**config.mk**
```make
export PLATFORM = sky130hd
export DESIGN_NAME = pool2_seq_ctrl
export DESIGN_NICKNAME = d
export VERILOG_FILES = /design/src/rtl/pool_pkg.sv /design/src/rtl/fm_scan_cnt.sv /design/src/rtl/pool2_seq_ctrl.sv
export SDC_FILE = /design/constraint.sdc
export NUM_CORES = 1
export LEC_CHECK = 0
export CAP_MARGIN = 20
export CORE_MARGIN = 2
export CORE_UTILIZATION = 30
export CTS_BUF_LIST = sky130_fd_sc_hd__clkbuf_16
export DETAILED_ROUTE_END_ITERATION = 8
export PLACE_DENSITY_LB_ADDON = 0.1
export SLEW_MARGIN = 20
export SYNTH_ARGS = -nofsm -noshare
export SYNTH_HDL_FRONTEND = slang
export SYNTH_SLANG_ARGS = --single-unit
```
**constraint.sdc**
```tcl
create_clock -name clk -period 3.96 [get_ports clk]
set_input_delay 0.792 -clock clk [delete_from_list [all_inputs] [get_ports clk]]
set_output_delay 0.792 -clock clk [all_outputs]
set_load 0.005 [all_outputs]
```
**src/rtl/pool_pkg.sv**
```systemverilog
// rtl/pool_pkg.sv - shared constants and sequencer state type for the pool stages
// Purpose: frame geometry and lane layout of the pool2 engine, plus the
//          sequencer state enum used by pool sequencers.
// Ports:   none (package)
package pool_pkg;

    localparam int P2_IMG_W  = 11;
    localparam int P2_IMG_H  = 11;
    localparam int P2_LANES  = 3;
    localparam int P2_LANE_W = 16;

    typedef enum logic [1:0] {
        IDLE,
        RUN,
        DRAIN,
        DONE
    } p2_state_t;

endpackage

```
**src/rtl/fm_scan_cnt.sv**
```systemverilog
// rtl/fm_scan_cnt.sv - x/y/group raster counter with linear read address
// Purpose: steps a raster over G frames of W x H pixels, one pixel per enabled cycle.
// Ports:   clk, rst_n (async, active-high), clr (sync clear), en (advance one pixel),
//          addr (linear address of the current pixel), frame_end (current pixel is the
//          last of its frame), last (current pixel is the last of the last frame).
module fm_scan_cnt #(
    parameter int W  = 11,
    parameter int H  = 11,
    parameter int G  = 4,
    parameter int AW = $clog2(G * W * H)
) (
    input  logic          clk,
    input  logic          rst_n,
    input  logic          clr,
    input  logic          en,
    output logic [AW-1:0] addr,
    output logic          frame_end,
    output logic          last
);

    localparam int XW = (W > 1) ? $clog2(W) : 1;
    localparam int YW = (H > 1) ? $clog2(H) : 1;
    localparam int GW = (G > 1) ? $clog2(G) : 1;

    logic [XW-1:0] x;
    logic [YW-1:0] y;
    logic [GW-1:0] g;
    logic          x_end;
    logic          y_end;
    logic          g_end;

    assign x_end     = (x == XW'(W - 1));
    assign y_end     = (y == YW'(H - 1));
    assign g_end     = (g == GW'(G - 1));
    assign frame_end = x_end & y_end;
    assign last      = frame_end & g_end;

    // The raster is contiguous in memory, so group*W*H + y*W + x is simply a
    // running count; it is kept alongside x/y/g instead of being multiplied out.
    always_ff @(posedge clk or posedge rst_n) begin
        if (rst_n) begin
            x    <= '0;
            y    <= '0;
            g    <= '0;
            addr <= '0;
        end else if (clr) begin
            x    <= '0;
            y    <= '0;
            g    <= '0;
            addr <= '0;
        end else if (en) begin
            addr <= addr + 1'b1;
            if (x_end) begin
                x <= '0;
                if (y_end) begin
                    y <= '0;
                    g <= g_end ? '0 : g + 1'b1;
                end else begin
                    y <= y + 1'b1;
                end
            end else begin
                x <= x + 1'b1;
            end
        end
    end

endmodule

```
**src/rtl/pool2_seq_ctrl.sv**
```systemverilog
// rtl/pool2_seq_ctrl.sv - sequencer feeding feature-map frames through the pool2 engine
// Purpose: on start, reads GROUPS frames from the feature RAM into the pool engine,
//          writes every valid pooled pixel to the output RAM sequentially, pulses done,
//          and flags any group whose write count is not (W/2)*(H/2).
// Ports:   clk, rst_n (async, active-high), start, pause;
//          fm_rd_en/fm_rd_addr/fm_rd_data (feature RAM, 1-cycle read latency);
//          pool_in_data/pool_in_valid, pool_out_data/pool_out_valid (pool engine);
//          out_wr_en/out_wr_addr/out_wr_data (output RAM); busy, done, err.
module pool2_seq_ctrl
    import pool_pkg::*;
#(
    parameter int IMG_W  = P2_IMG_W,
    parameter int IMG_H  = P2_IMG_H,
    parameter int GROUPS = 4,
    parameter int DW     = P2_LANES * P2_LANE_W,
    parameter int RD_AW  = $clog2(GROUPS * IMG_W * IMG_H),
    parameter int WR_AW  = $clog2(GROUPS * (IMG_W / 2) * (IMG_H / 2))
) (
    input  logic             clk,
    input  logic             rst_n,
    input  logic             start,
    input  logic             pause,
    output logic             fm_rd_en,
    output logic [RD_AW-1:0] fm_rd_addr,
    input  logic [DW-1:0]    fm_rd_data,
    output logic [DW-1:0]    pool_in_data,
    output logic             pool_in_valid,
    input  logic [DW-1:0]    pool_out_data,
    input  logic             pool_out_valid,
    output logic             out_wr_en,
    output logic [WR_AW-1:0] out_wr_addr,
    output logic [DW-1:0]    out_wr_data,
    output logic             busy,
    output logic             done,
    output logic             err
);

    localparam int OUT_PER_GROUP = (IMG_W / 2) * (IMG_H / 2);
    // Sized for the worst case of one write per input pixel so a runaway
    // engine cannot wrap the counter back onto the expected value.
    localparam int CW = $clog2(IMG_W * IMG_H + 1);

    p2_state_t      state;
    p2_state_t      state_nx;
    logic           start_acc;
    logic           scan_frame_end;
    logic           scan_last;
    logic           grp_end_d;
    logic [CW-1:0]  wr_cnt;
    logic [CW-1:0]  cnt_incl;

    assign start_acc = (state == IDLE) & start;
    assign fm_rd_en  = (state == RUN) & ~pause;

    fm_scan_cnt #(
        .W  (IMG_W),
        .H  (IMG_H),
        .G  (GROUPS),
        .AW (RD_AW)
    ) u_scan (
        .clk       (clk),
        .rst_n     (rst_n),
        .clr       (start_acc),
        .en        (fm_rd_en),
        .addr      (fm_rd_addr),
        .frame_end (scan_frame_end),
        .last      (scan_last)
    );

    always_ff @(posedge clk or posedge rst_n) begin
        if (rst_n) begin
            state <= IDLE;
        end else begin
            state <= state_nx;
        end
    end

    always_comb begin
        state_nx = state;
        case (state)
            IDLE:    if (start) state_nx = RUN;
            RUN:     if (fm_rd_en && scan_last) state_nx = DRAIN;
            DRAIN:   state_nx = DONE;
            DONE:    state_nx = IDLE;
            default: state_nx = IDLE;
        endcase
    end

    assign busy = (state == RUN) | (state == DRAIN);
    assign done = (state == DONE);

    // RAM data arrives one cycle after the read, so valid and the group-end
    // marker are delayed to line up with it.
    always_ff @(posedge clk or posedge rst_n) begin
        if (rst_n) begin
            pool_in_valid <= 1'b0;
            grp_end_d     <= 1'b0;
        end else begin
            pool_in_valid <= fm_rd_en;
            grp_end_d     <= fm_rd_en & scan_frame_end;
        end
    end

    assign pool_in_data = fm_rd_data;
    assign out_wr_data  = pool_out_data;

    // The engine's output valid follows its own raster position even on
    // cycles without input, so it is only trusted alongside an input pixel.
    assign out_wr_en = pool_out_valid & pool_in_valid & busy;
    assign cnt_incl  = wr_cnt + CW'(out_wr_en);

    always_ff @(posedge clk or posedge rst_n) begin
        if (rst_n) begin
            out_wr_addr <= '0;
            wr_cnt      <= '0;
            err         <= 1'b0;
        end else if (start_acc) begin
            out_wr_addr <= '0;
            wr_cnt      <= '0;
            err         <= 1'b0;
        end else begin
            if (out_wr_en) begin
                out_wr_addr <= out_wr_addr + 1'b1;
            end
            // The group's last pixel may itself produce a write, hence cnt_incl.
            if (grp_end_d) begin
                if (cnt_incl != CW'(OUT_PER_GROUP)) begin
                    err <= 1'b1;
                end
                wr_cnt <= '0;
            end else begin
                wr_cnt <= cnt_incl;
            end
        end
    end

endmodule
```
== After elaboration in Yosys (flattened, before gate mapping) ==
Index checks and enable logic that the tools add are counted.

* Bits in registers: 38
* Word-level logic and storage cells: 70
* Input bits: 101
* Output and inout bits: 118

* Eq/ne operators: 9
* Bitwise operators: 9
* Multiplexer cells: 24
* Reduce and logical (&&, ||, !) cells: 12
* Add/sub/neg operators: 6

{| class="wikitable"
|+ Operators with widths
! kind !! count
|-
| $mux W4 || 7
|-
| $mux W7 || 4
|-
| $mux W9 || 2
|-
| $mux W2 || 7
|-
| $reduce_bool A2 Y1 || 6
|-
| $add A9 B1 Y9 const B || 1
|-
| $add A4 B1 Y4 const B || 2
|-
| $eq A4 B4 Y1 const B || 2
|-
| $pmux W2 S4 || 1
|-
| $add A7 B1 Y7 || 1
|-
| $add A7 B1 Y7 const B || 1
|-
| $and A1 B1 Y1 || 7
|-
| $ne A7 B5 Y1 const B || 1
|-
| $eq A2 B2 Y1 const B || 3
|-
| $reduce_and A2 Y1 || 3
|-
| $ne A2 B2 Y1 const B || 2
|-
| $mux W1 || 3
|-
| $reduce_and A3 Y1 || 1
|-
| $add A2 B1 Y2 const B || 1
|-
| $eq A2 B1 Y1 const B || 1
|-
| $logic_not A2 Y1 || 1
|-
| $logic_and A1 B1 Y1 || 1
|-
| $not A1 Y1 || 1
|-
| $or A1 B1 Y1 || 1
|}

== Longest topological paths before layout ==
Gate-level depths: netlist (run 1).

* Depth after elaboration: 8
* Gate-level depth with buffers: 9
* Gate-level depth less buffers: 8

== By module ==
Synthesis (run 1) repeated with hierarchy kept, for this count alone.

* Cell total of the unflattened synthesis: 297
* Area, all modules: 2747.6 sq um

{| class="wikitable"
|+ By module, submodules not included
! module !! seq. area each (sq um) !! cells each !! instances !! area an instance (sq um)
|-
| pool2_seq_ctrl || 475.5 || 190 || 1 || 1722.9
|-
| fm_scan_cnt || 475.5 || 107 || 1 || 1024.7
|}

== Least setup slack after synthesis (run 1) ==
Ideal clock, no wire load.

* Kind: input to register
* Start: input pool_out_valid
* End: register wr_cnt[4]
* Path buffers: 1
* Data required time: 3.834 ns
* Setup time: 0.126 ns
* Arrival time: 1.924 ns
* Cell stages on the path: 7
* Path slack: 1.910 ns
* Path through: and3_1 clkbuf_1 ha_1 and3_1 nand2_1 xnor2_1 nor2b_1

* Cells in the longest elaborated chain, start to end: 5

{| class="wikitable"
|+ RTL lines
! what !! RTL line !! source
|-
| start, declared || pool2_seq_ctrl.sv:29 || <nowiki>input logic pool_out_valid,</nowiki>
|-
| $and A1 B1 Y1 (2 in a row) || pool2_seq_ctrl.sv:109 || <nowiki>assign out_wr_en = pool_out_valid & pool_in_valid & busy;</nowiki>
|-
| net out_wr_en || pool2_seq_ctrl.sv:30 || <nowiki>output logic out_wr_en,</nowiki>
|-
| $add A7 B1 Y7 || pool2_seq_ctrl.sv:110 || <nowiki>assign cnt_incl = wr_cnt + CW'(out_wr_en);</nowiki>
|-
| $mux W7 || pool2_seq_ctrl.sv:126 || <nowiki>if (grp_end_d) begin</nowiki>
|-
| $mux W7 || pool2_seq_ctrl.sv:117 || <nowiki>end else if (start_acc) begin</nowiki>
|-
| end signal, assigned || pool2_seq_ctrl.sv:132 || <nowiki>wr_cnt <= cnt_incl;</nowiki>
|-
| end, declared || pool2_seq_ctrl.sv:49 || <nowiki>logic [CW-1:0] wr_cnt;</nowiki>
|}

The timed path passes the listed nets, and every way through them passes these cells.
A chain may end at the register's enable or synchronous reset.

== Final worst setup path (run 1) ==
* Start: input pause
* End: output fm_rd_en

* Cells in the longest elaborated chain, start to end: 2

{| class="wikitable"
|+ RTL lines
! what !! RTL line !! source
|-
| start, declared || pool2_seq_ctrl.sv:22 || <nowiki>input logic pause,</nowiki>
|-
| $not A1 Y1 || pool2_seq_ctrl.sv:53 || <nowiki>assign fm_rd_en = (state == RUN) & ~pause;</nowiki>
|-
| $and A1 B1 Y1 || pool2_seq_ctrl.sv:53 ||
|-
| end, declared || pool2_seq_ctrl.sv:23 || <nowiki>output logic fm_rd_en,</nowiki>
|}

No other way between the ends.

==> impl_metrics.py, run 1 <==
metrics = {
    "cts": {
        "cts-resized-gates": 0,
        "cts_sinks": 38,
        "cts_hold_buffers": 0,
        "cts-root-buf": "clkbuf_16",
        "cts_tree": "yes",
        "h-tree-depth": 2,
        "clk_pin_slew_ns": 0.06,
        "clk-insertion-delay-late_ns": 0.28,
        "cts_buffers": 5,
        "clockBufferDepth": 2,
        "postCtsSetupRepairBufs": 0,
    },
    "setup_path": {
        "path_cells": "clkdlybuf4s50_1 -> nand2b_1 -> inv_2 -> clkdlybuf4s50_1",
        "path_common_cell": "clkdlybuf4s50_1",
        "critical_path_required_ns": 3.17,
        "path_class": "in2out",
        "slowest_delay_ns": 0.55,
        "end_kind": "output port",
        "cpMaxStageDelayCell": "clkdlybuf4s50_1",
        "cp.arrival_ns": 2.29,
        "critPathMaxFanout": 13,
        "worst_setup_path_start_kind": "input pin",
    },
    "floorplan": {
        "rows": 34,
        "io_pins": 219,
        "die_h_um": 98.7,
        "coreArea_sq_um": 8720,
        "die_x_um": 98.7,
        "start_util_pct": 30.8,
        "die_area_sq_um": 9730,
    },
    "route": {
        "drcViolationCount": 0,
        "drt_iter0_drc": 21,
        "wire_per_inst_um": 14.4,
        "routed_via_density": 4.62,
        "vias": 1544,
        "wirelength_um": 4810,
        "dr.pass1.iters": 4,
        "ant_nets": 0,
    },
    "sta": {
        "worst_pin_slew_ns": 0.649,
        "fin_crit_sh_pct": 77.9,
        "final-setup-viol-count": 0,
        "max_freq_mhz": 324,
        "finalWorstSetupSlack_ns": 0.874,
        "skew_ns": 0.00440,
        "tns_ns": 0,
        "relSlewSlack_pct": 56.7,
        "maxSlewViolCount": 0,
        "rsz0062_at_grt": "false",
        "hold_viol": 0,
        "period_minus_slack_ns": 3.09,
    },
    "global_route": {
        "grt.total_usage_pct": 10.2,
        "grt_use_met1_pct": 13.5,
        "grt_first_pass_wirelength_um": 7850,
        "grt_max_degree": 18,
        "grt_antenna_before_repair": 0,
        "use_met2_pct": 14.3,
        "busiest_layer": "met2",
        "overflow": 0,
        "use_met3_pct": 3.90,
        "grt_pass1_vias": 1489,
    },
    "logic_synthesis": {
        "syn-instance-count": 292,
        "async_flop_share_pct": 100,
        "synth-seq-cells": 38,
        "synth-edff-count": 0,
        "synthFlopType": "dfrtp_1",
        "seq_area_frac_synth_pct": 35.4,
        "synth_area_per_cell_sq_um": 9.20,
        "synthDistinctLibCells": 39,
        "synth_area_leaders": "dfrtp_1 (35%), buf_4 (27%), ha_1 (6.5%)",
        "synth_area_leader_cell": "dfrtp_1",
        "yosysMostFrequentCell": "buf_4",
        "synth_top_area_share_pct": 35.4,
        "yosys_warnings": 0,
        "synth_commonest_cells": "buf_4 (96), dfrtp_1 (38), nor2_1 (26)",
        "syn_area_sq_um": 2690,
        "syn_nets": 407,
    },
    "place": {
        "gp_congestion": 0.701,
        "placed_area_sq_um": 2340,
        "numPortBuffers": 26,
        "place_ws_ns": 0.849,
        "dp_hpwl_um": 3520,
    },
    "pwr": {
        "irDropWorstVdd_mv": 0.177,
        "p_per_area_nw_per_um2": 599,
        "cellLeakagePower_nw": 1.16,
    },
    "outcome": {
        "outcome": "finished clean",
    },
    "final_layout": {
        "nets": 340,
        "fill_cells": 923,
        "layout-drive-gt1-share_pct": 5.75,
        "diodes": 0,
        "area_growth_pct": -6.84,
        "fin_area_sq_um": 2500,
    },
    "run": {
        "cap_violations": 0,
    },
    "worst_hold_path": {
        "hp-class": "reg2reg",
    },
}
final cells by class:
type / instances / area [sq um] / share of cell area (%)
Sequential cell: 38 / 951 / 38.0
Timing Repair Buffer: 29 / 283 / 11.3
Inverter: 9 / 33.8 / 1.35
Clock buffer: 5 / 125 / 5.00
Clock inverter: 3 / 37.5 / 1.50
Tap cell: 108 / 135 / 5.40
Multi-Input combinational cell: 142 / 938 / 37.5
worst max-delay path, delay by kind of cell:
family	cells	cell delay, ns
buffers and inverters	3	1.23
and+or+nand+nor	1	0.26
registers in the layout (all words and copies together), names as in the netlist, 2 cells and up:
signal and flops:
out_wr_addr 7, state 2, u_scan.addr 9, u_scan.g 2
u_scan.x 4, u_scan.y 4, wr_cnt 7
metrics by stage:
step / instances / util (%) / total power (W) / hold slack, ns
3_5_place_dp: 326 / 26.8 / 0.00106 / 0.503
2_1_floorplan: 292 / - / 0.000944 / 0.453
3_3_place_gp: 326 / 26.8 / 0.00106 / 0.484
6_report: 334 / 28.7 / 0.00150 / 0.511
5_1_grt: 334 / 28.7 / 0.00162 / 0.539
4_1_cts: 334 / 28.7 / 0.00152 / 0.508
cells by family after synthesis:
| kind of cell | after synthesis | share of synthesized area (%) |
|---|---|---|
| buffers and inverters | 112 | 29.7 |
| AND/OR/NAND/NOR | 83 | 15.7 |
| flip-flops | 38 | 35.4 |
| AO/OA/AOI/OAI | 22 | 4.84 |
| XOR/XNOR | 19 | 6.19 |
| adder cells (fa/ha/maj) | 14 | 6.52 |
| multiplexers | 4 | 1.68 |
per-layer routing:
metal,up-vias,part of all wire (%)
li1,724,-
met1,739,48
met2,59,42
met3,22,7.2
met4,0,3.3
met5,-,0
power by group:
| group | internal [W] | switching, W |
|---|---|---|
| logic | 0.000238 | 0.000168 |
| registers | 0.000506 | 0.000137 |
| clock network | 0.000293 | 0.000159 |
| total | 0.00104 | 0.000463 |
layout by cell type, fill, tap and decap left out, types with 5 or more instances in the layout:
master / n
and3_1: 5
nand2_1: 18
clkbuf_16: 5
ha_1: 14
nand4_1: 6
dfrtp_1: 38
xor2_1: 13
xnor2_1: 6
o21ai_0: 6
nor2_1: 26
inv_1: 10
a21oi_1: 9
clkdlybuf4s50_1: 26
final timing paths:
| path | from | end | slack (ns) | cells after the start |
|---|---|---|---|---|
| hold / removal | u_scan.y[3] | u_scan.y[3] | 0.51 | 1 |
| setup / recovery | pause | fm_rd_en | 0.87 | 4 |
| min in group asynchronous | rst_n | u_scan.addr[7] | 0.85 | 2 |
| hold reg to reg | u_scan.y[3] | u_scan.y[3] | 0.51 | 1 |
| max in group asynchronous | rst_n | state[0] | 2.47 | 3 |
| setup reg to reg | state[1] | err | 1.72 | 8 |
Note: power is estimated with default switching activity, not from simulation.
==> inputs of run 2 (changes only) <==
==> constraint.sdc (replaced) <==
create_clock -name clk -period 3.2 [get_ports clk]
set_input_delay 0.64 -clock clk [delete_from_list [all_inputs] [get_ports clk]]
set_output_delay 0.64 -clock clk [all_outputs]
set_load 0.005 [all_outputs]
==> run 2 against run 1 <==
Effect of this change:
- die area unchanged
- clock power up 45%
- global-route usage about the same
- critical endpoint unchanged
- largest cell class unchanged
- register-to-register slack worse by 0.72 ns
- setup slack worse by 0.25 ns
- cell area up 1.8%
- hold slack worse by 0.019 ns
- sequential share of layout area down 0.69 points
==> impl_metrics.py, run 2 (synthesized netlist as in run 1, its figures left out) <==
metrics = {
    "outcome": {
        "outcome": "finished clean",
    },
    "final_layout": {
        "top_regs": "u_scan.addr x9, out_wr_addr x7, wr_cnt x7",
        "post-route-util_pct": 29.2,
        "final_cell_mix": "dfrtp_1 (38), nor2_1 (26), clkdlybuf4s50_1 (26)",
        "layout-drive-gt1-share_pct": 7.46,
        "final_common_cell": "dfrtp_1",
        "diodes": 0,
        "largest_reg_flops": 9,
        "regMostFlops": "u_scan.addr",
        "fill_cells": 891,
        "area_growth_pct": -5.12,
        "nets": 342,
    },
    "cts": {
        "cts_sinks": 38,
        "cts_hold_buffers": 0,
        "clk_pin_slew_ns": 0.06,
        "clk-insertion-delay-late_ns": 0.28,
        "clockBufferDepth": 2,
        "cts-resized-gates": 0,
        "postCtsSetupRepairBufs": 0,
        "h-tree-depth": 2,
        "cts-root-buf": "clkbuf_16",
        "cts_tree": "yes",
        "cts_buffers": 5,
    },
    "global_route": {
        "grt_antenna_before_repair": 0,
        "grt_max_degree": 39,
        "grt_first_pass_wirelength_um": 8020,
        "overflow": 0,
        "grt.total_usage_pct": 10.2,
        "grt_pass1_vias": 1562,
    },
    "sta": {
        "hold_viol": 0,
        "final-setup-viol-count": 0,
        "relSlewSlack_pct": 66.1,
        "max_freq_mhz": 389,
        "fin_crit_sh_pct": 80.4,
        "maxSlewViolCount": 0,
        "worst_hold_slack_ns": 0.492,
        "rsz0062_at_grt": "false",
        "worst_pin_slew_ns": 0.509,
        "period_minus_slack_ns": 2.57,
        "skew_ns": 0.00443,
        "tns_ns": 0,
    },
    "floorplan": {
        "die_x_um": 98.7,
        "rows": 34,
        "die_area_sq_um": 9730,
        "io_pins": 219,
        "coreArea_sq_um": 8720,
        "die_h_um": 98.7,
        "start_util_pct": 30.8,
    },
    "setup_path": {
        "cp.arrival_ns": 1.93,
        "worst_setup_path_start_kind": "input pin",
        "critical_path_required_ns": 2.56,
        "end_kind": "output port",
        "critPathMaxFanout": 8,
        "path_class": "in2out",
    },
    "place": {
        "dp_hpwl_um": 3450,
        "numPortBuffers": 26,
        "gp_congestion": 0.743,
    },
    "route": {
        "routed_via_density": 4.53,
        "vias": 1523,
        "wirelength_um": 4800,
        "ant_nets": 0,
        "dr.pass1.iters": 3,
        "drt_iter0_drc": 15,
        "wire_per_inst_um": 14.3,
        "drcViolationCount": 0,
    },
    "pwr": {
        "p_per_area_nw_per_um2": 763,
        "p_total_w": 0.00195,
        "cellLeakagePower_nw": 1.18,
        "irDropWorstVdd_mv": 0.283,
    },
    "run": {
        "cap_violations": 0,
    },
    "worst_hold_path": {
        "hp-class": "reg2reg",
    },
}
## run 2: changes by cell type in the layout (fill, tap and decap cells not counted)
cell,delta
clkinv_4,+1
inv_1,-2
buf_4,+2
bufinv_16,+1
## run 2: worst paths after layout
path,slack (ns),startpoint,cells after the start,to
setup reg to reg,1.00,state[1],9,wr_cnt[4]
setup / recovery,0.63,pause,4,fm_rd_en
hold reg to reg,0.49,u_scan.y[3],1,u_scan.y[3]
min in group asynchronous,0.79,rst_n,3,out_wr_addr[6]
hold / removal,0.49,u_scan.y[3],1,u_scan.y[3]
max in group asynchronous,2.06,rst_n,3,u_scan.y[1]
## run 2: metrics by stage
step,instances,setup WS (ns),cell area (sq um)
2_1_floorplan,292,1.15,2690
3_3_place_gp,328,0.607,2360
3_5_place_dp,328,0.610,2360
4_1_cts,336,0.591,2550
5_1_grt,336,0.510,2550
6_report,336,0.628,2550
## run 2: metal layers
metal	global-route usage, %	part of all wire (%)	wire length (um)
met4	5.27	3.3	156
met3	4.04	7.0	338
met5	0	0	0
met2	14.8	44	2100
met1	13.2	46	2210
## run 2: cell type report
class	count	area, sq um	area share (%)
multi-input cells	142	938	36.8
inverters	9	33.8	1.32
clock inverters	3	68.8	2.70
repair buffers	31	298	11.7
well taps	108	135	5.30
clock buffers	5	125	4.91
flip-flops and latches	38	951	37.3
## run 2: where the power goes
group / total (W) / switching, W / internal, W / leakage (nW)
Clock: 0.000652 / 0.000204 / 0.000448 / 0.0940
Combinational: 0.000504 / 0.000208 / 0.000296 / 0.596
Sequential: 0.000791 / 0.000165 / 0.000626 / 0.485
## run 2: worst max-delay path, stage by stage
cell	delay, ns
clkdlybuf4s50_1	0.42
nand2b_1	0.27
inv_2	0.10
clkdlybuf4s50_1	0.50
==> inputs of run 3 (changes only) <==
==> constraint.sdc (replaced) <==
create_clock -name clk -period 2.6 [get_ports clk]
set_input_delay 0.52 -clock clk [delete_from_list [all_inputs] [get_ports clk]]
set_output_delay 0.52 -clock clk [all_outputs]
set_load 0.005 [all_outputs]
==> run 3 against run 2 <==
Effect of this change:
- combinational power grew 23%
- wire length shrank 1.2%
- setup slack lost 0.48 ns
- sequential share of layout area grew 0.44 points
- non-clock buffer count grew 3
- global-route usage is essentially flat
- cell area shrank 1.2%
- core utilization shrank 0.34 points
- power grew 12%
- sequential cell count is the same
==> impl_metrics.py, run 3 (synthesized netlist as in run 1, its figures left out) <==
metrics = {
    "sta": {
        "skew_ns": 0.00538,
        "tns_ns": 0,
        "rsz0062_at_grt": "false",
        "period_minus_slack_ns": 2.46,
        "fin_crit_sh_pct": 94.5,
        "final-setup-viol-count": 0,
        "worst_pin_slew_ns": 0.514,
        "hold_viol": 0,
        "relSlewSlack_pct": 65.7,
        "max_freq_mhz": 407,
        "maxSlewViolCount": 0,
        "finalWorstSetupSlack_ns": 0.143,
    },
    "place": {
        "placedCellCount": 331,
        "place_ws_ns": 0.166,
        "dp_hpwl_um": 3490,
        "placed_area_sq_um": 2380,
        "gp_congestion": 0.723,
        "numPortBuffers": 26,
    },
    "final_layout": {
        "post-route-util_pct": 28.9,
        "largest_reg_flops": 9,
        "final_cell_mix": "dfrtp_1 (38), nor2_1 (26), clkdlybuf4s50_1 (26)",
        "nets": 345,
        "area_growth_pct": -6.24,
        "diodes": 0,
        "regMostFlops": "u_scan.addr",
        "layout-drive-gt1-share_pct": 8.23,
        "final_common_cell": "dfrtp_1",
        "fin_area_sq_um": 2520,
        "top_regs": "u_scan.addr x9, out_wr_addr x7, wr_cnt x7",
        "finalNonFillerCells": 339,
    },
    "global_route": {
        "grt.total_usage_pct": 10.3,
        "grt_antenna_before_repair": 0,
        "grt_max_degree": 39,
        "grt_pass1_vias": 1501,
        "overflow": 0,
        "grt_first_pass_wirelength_um": 7950,
    },
    "setup_path": {
        "worst_setup_path_start_kind": "register",
        "critPathMaxFanout": 5,
        "end_kind": "output port",
        "cpMaxStageDelayCell": "clkdlybuf4s50_1",
        "path_cells": "inv_1 -> ha_1 -> and3_1 -> clkdlybuf4s50_1",
        "critical_path_required_ns": 2.08,
        "cp.arrival_ns": 1.94,
        "reg2reg_depth": 9,
        "reg2reg_from": "state[1]",
        "path_class": "reg2out",
        "slowest_delay_ns": 0.55,
        "r2r_end": "err",
        "reg2reg_slack_ns": 0.45,
    },
    "cts": {
        "cts-resized-gates": 0,
        "cts-root-buf": "clkbuf_16",
        "cts_buffers": 5,
        "cts_sinks": 38,
        "cts_hold_buffers": 0,
        "clockBufferDepth": 2,
        "clk-insertion-delay-late_ns": 0.28,
        "clk_pin_slew_ns": 0.06,
        "postCtsSetupRepairBufs": 0,
        "cts_tree": "yes",
        "h-tree-depth": 2,
    },
    "pwr": {
        "cellLeakagePower_nw": 1.16,
        "irDropWorstVdd_mv": 0.332,
        "p_per_area_nw_per_um2": 865,
    },
    "worst_hold_path": {
        "min_to": "u_scan.y[3]",
        "worstHoldPathCells": 1,
        "hp-start": "u_scan.y[3]",
        "hp-class": "reg2reg",
    },
    "route": {
        "drcViolationCount": 0,
        "wirelength_um": 4740,
        "wire_per_inst_um": 14.0,
        "drt_iter0_drc": 23,
        "dr.pass1.iters": 4,
        "vias": 1542,
        "routed_via_density": 4.55,
        "ant_nets": 0,
    },
    "floorplan": {
        "start_util_pct": 30.8,
        "die_area_sq_um": 9730,
        "die_x_um": 98.7,
        "io_pins": 219,
        "die_h_um": 98.7,
        "coreArea_sq_um": 8720,
        "rows": 34,
    },
    "outcome": {
        "outcome": "finished clean",
    },
    "run": {
        "cap_violations": 0,
    },
}
## run 3: worst max path at each step
stage          slack, ns      startpoint        end
2_1_floorplan       0.55        state[1]  wr_cnt[4]
3_3_place_gp        0.18  pool_out_valid  out_wr_en
3_5_place_dp        0.17  pool_out_valid  out_wr_en
4_1_cts             0.12        state[0]  out_wr_en
5_1_grt             0.04        state[1]  out_wr_en
6_report            0.14        state[1]  out_wr_en
## run 3: metrics by stage
step	power [W]	hold WS [ns]
global placement	0.00162	0.512
floorplan	0.00144	0.453
global route	0.00237	0.536
CTS	0.00222	0.515
finish	0.00218	0.510
detailed placement	0.00161	0.499
## run 3: layout make-up
| class | instances | area, sq um |
|---|---|---|
| sequential | 38 | 951 |
| clock inverter | 3 | 16.3 |
| tap | 108 | 135 |
| timing repair buffer | 34 | 320 |
| multi-input combinational | 142 | 938 |
| fill | 917 | 6200 |
| inverter | 9 | 33.8 |
| clock buffer | 5 | 125 |
## run 3: report_power, final
part	switching, W	total [W]	internal [W]	leakage, nW
registers	0.000202	0.000972	0.000770	0.485
logic	0.000256	0.000622	0.000366	0.609
clock network	0.000236	0.000586	0.000350	0.0672
total	0.000694	0.00218	0.00149	1.16
## run 3: worst max-delay path: cells and delay by family (launching register included)
family                   cells  cell delay [ns]
AND/OR/NAND/NOR              1             0.30
adder cells (fa/ha/maj)      1             0.31
buffers and inverters        2             0.65
flip-flops                   1             0.40
## run 3: routing by layer
metal	vias to the layer above	share of wire (%)	global-route usage [%]
met5	-	0	0
met4	0	3.5	5.58
met3	21	7.6	4.04
met2	59	43	14.0
met1	729	46	13.8
li1	733	-	-
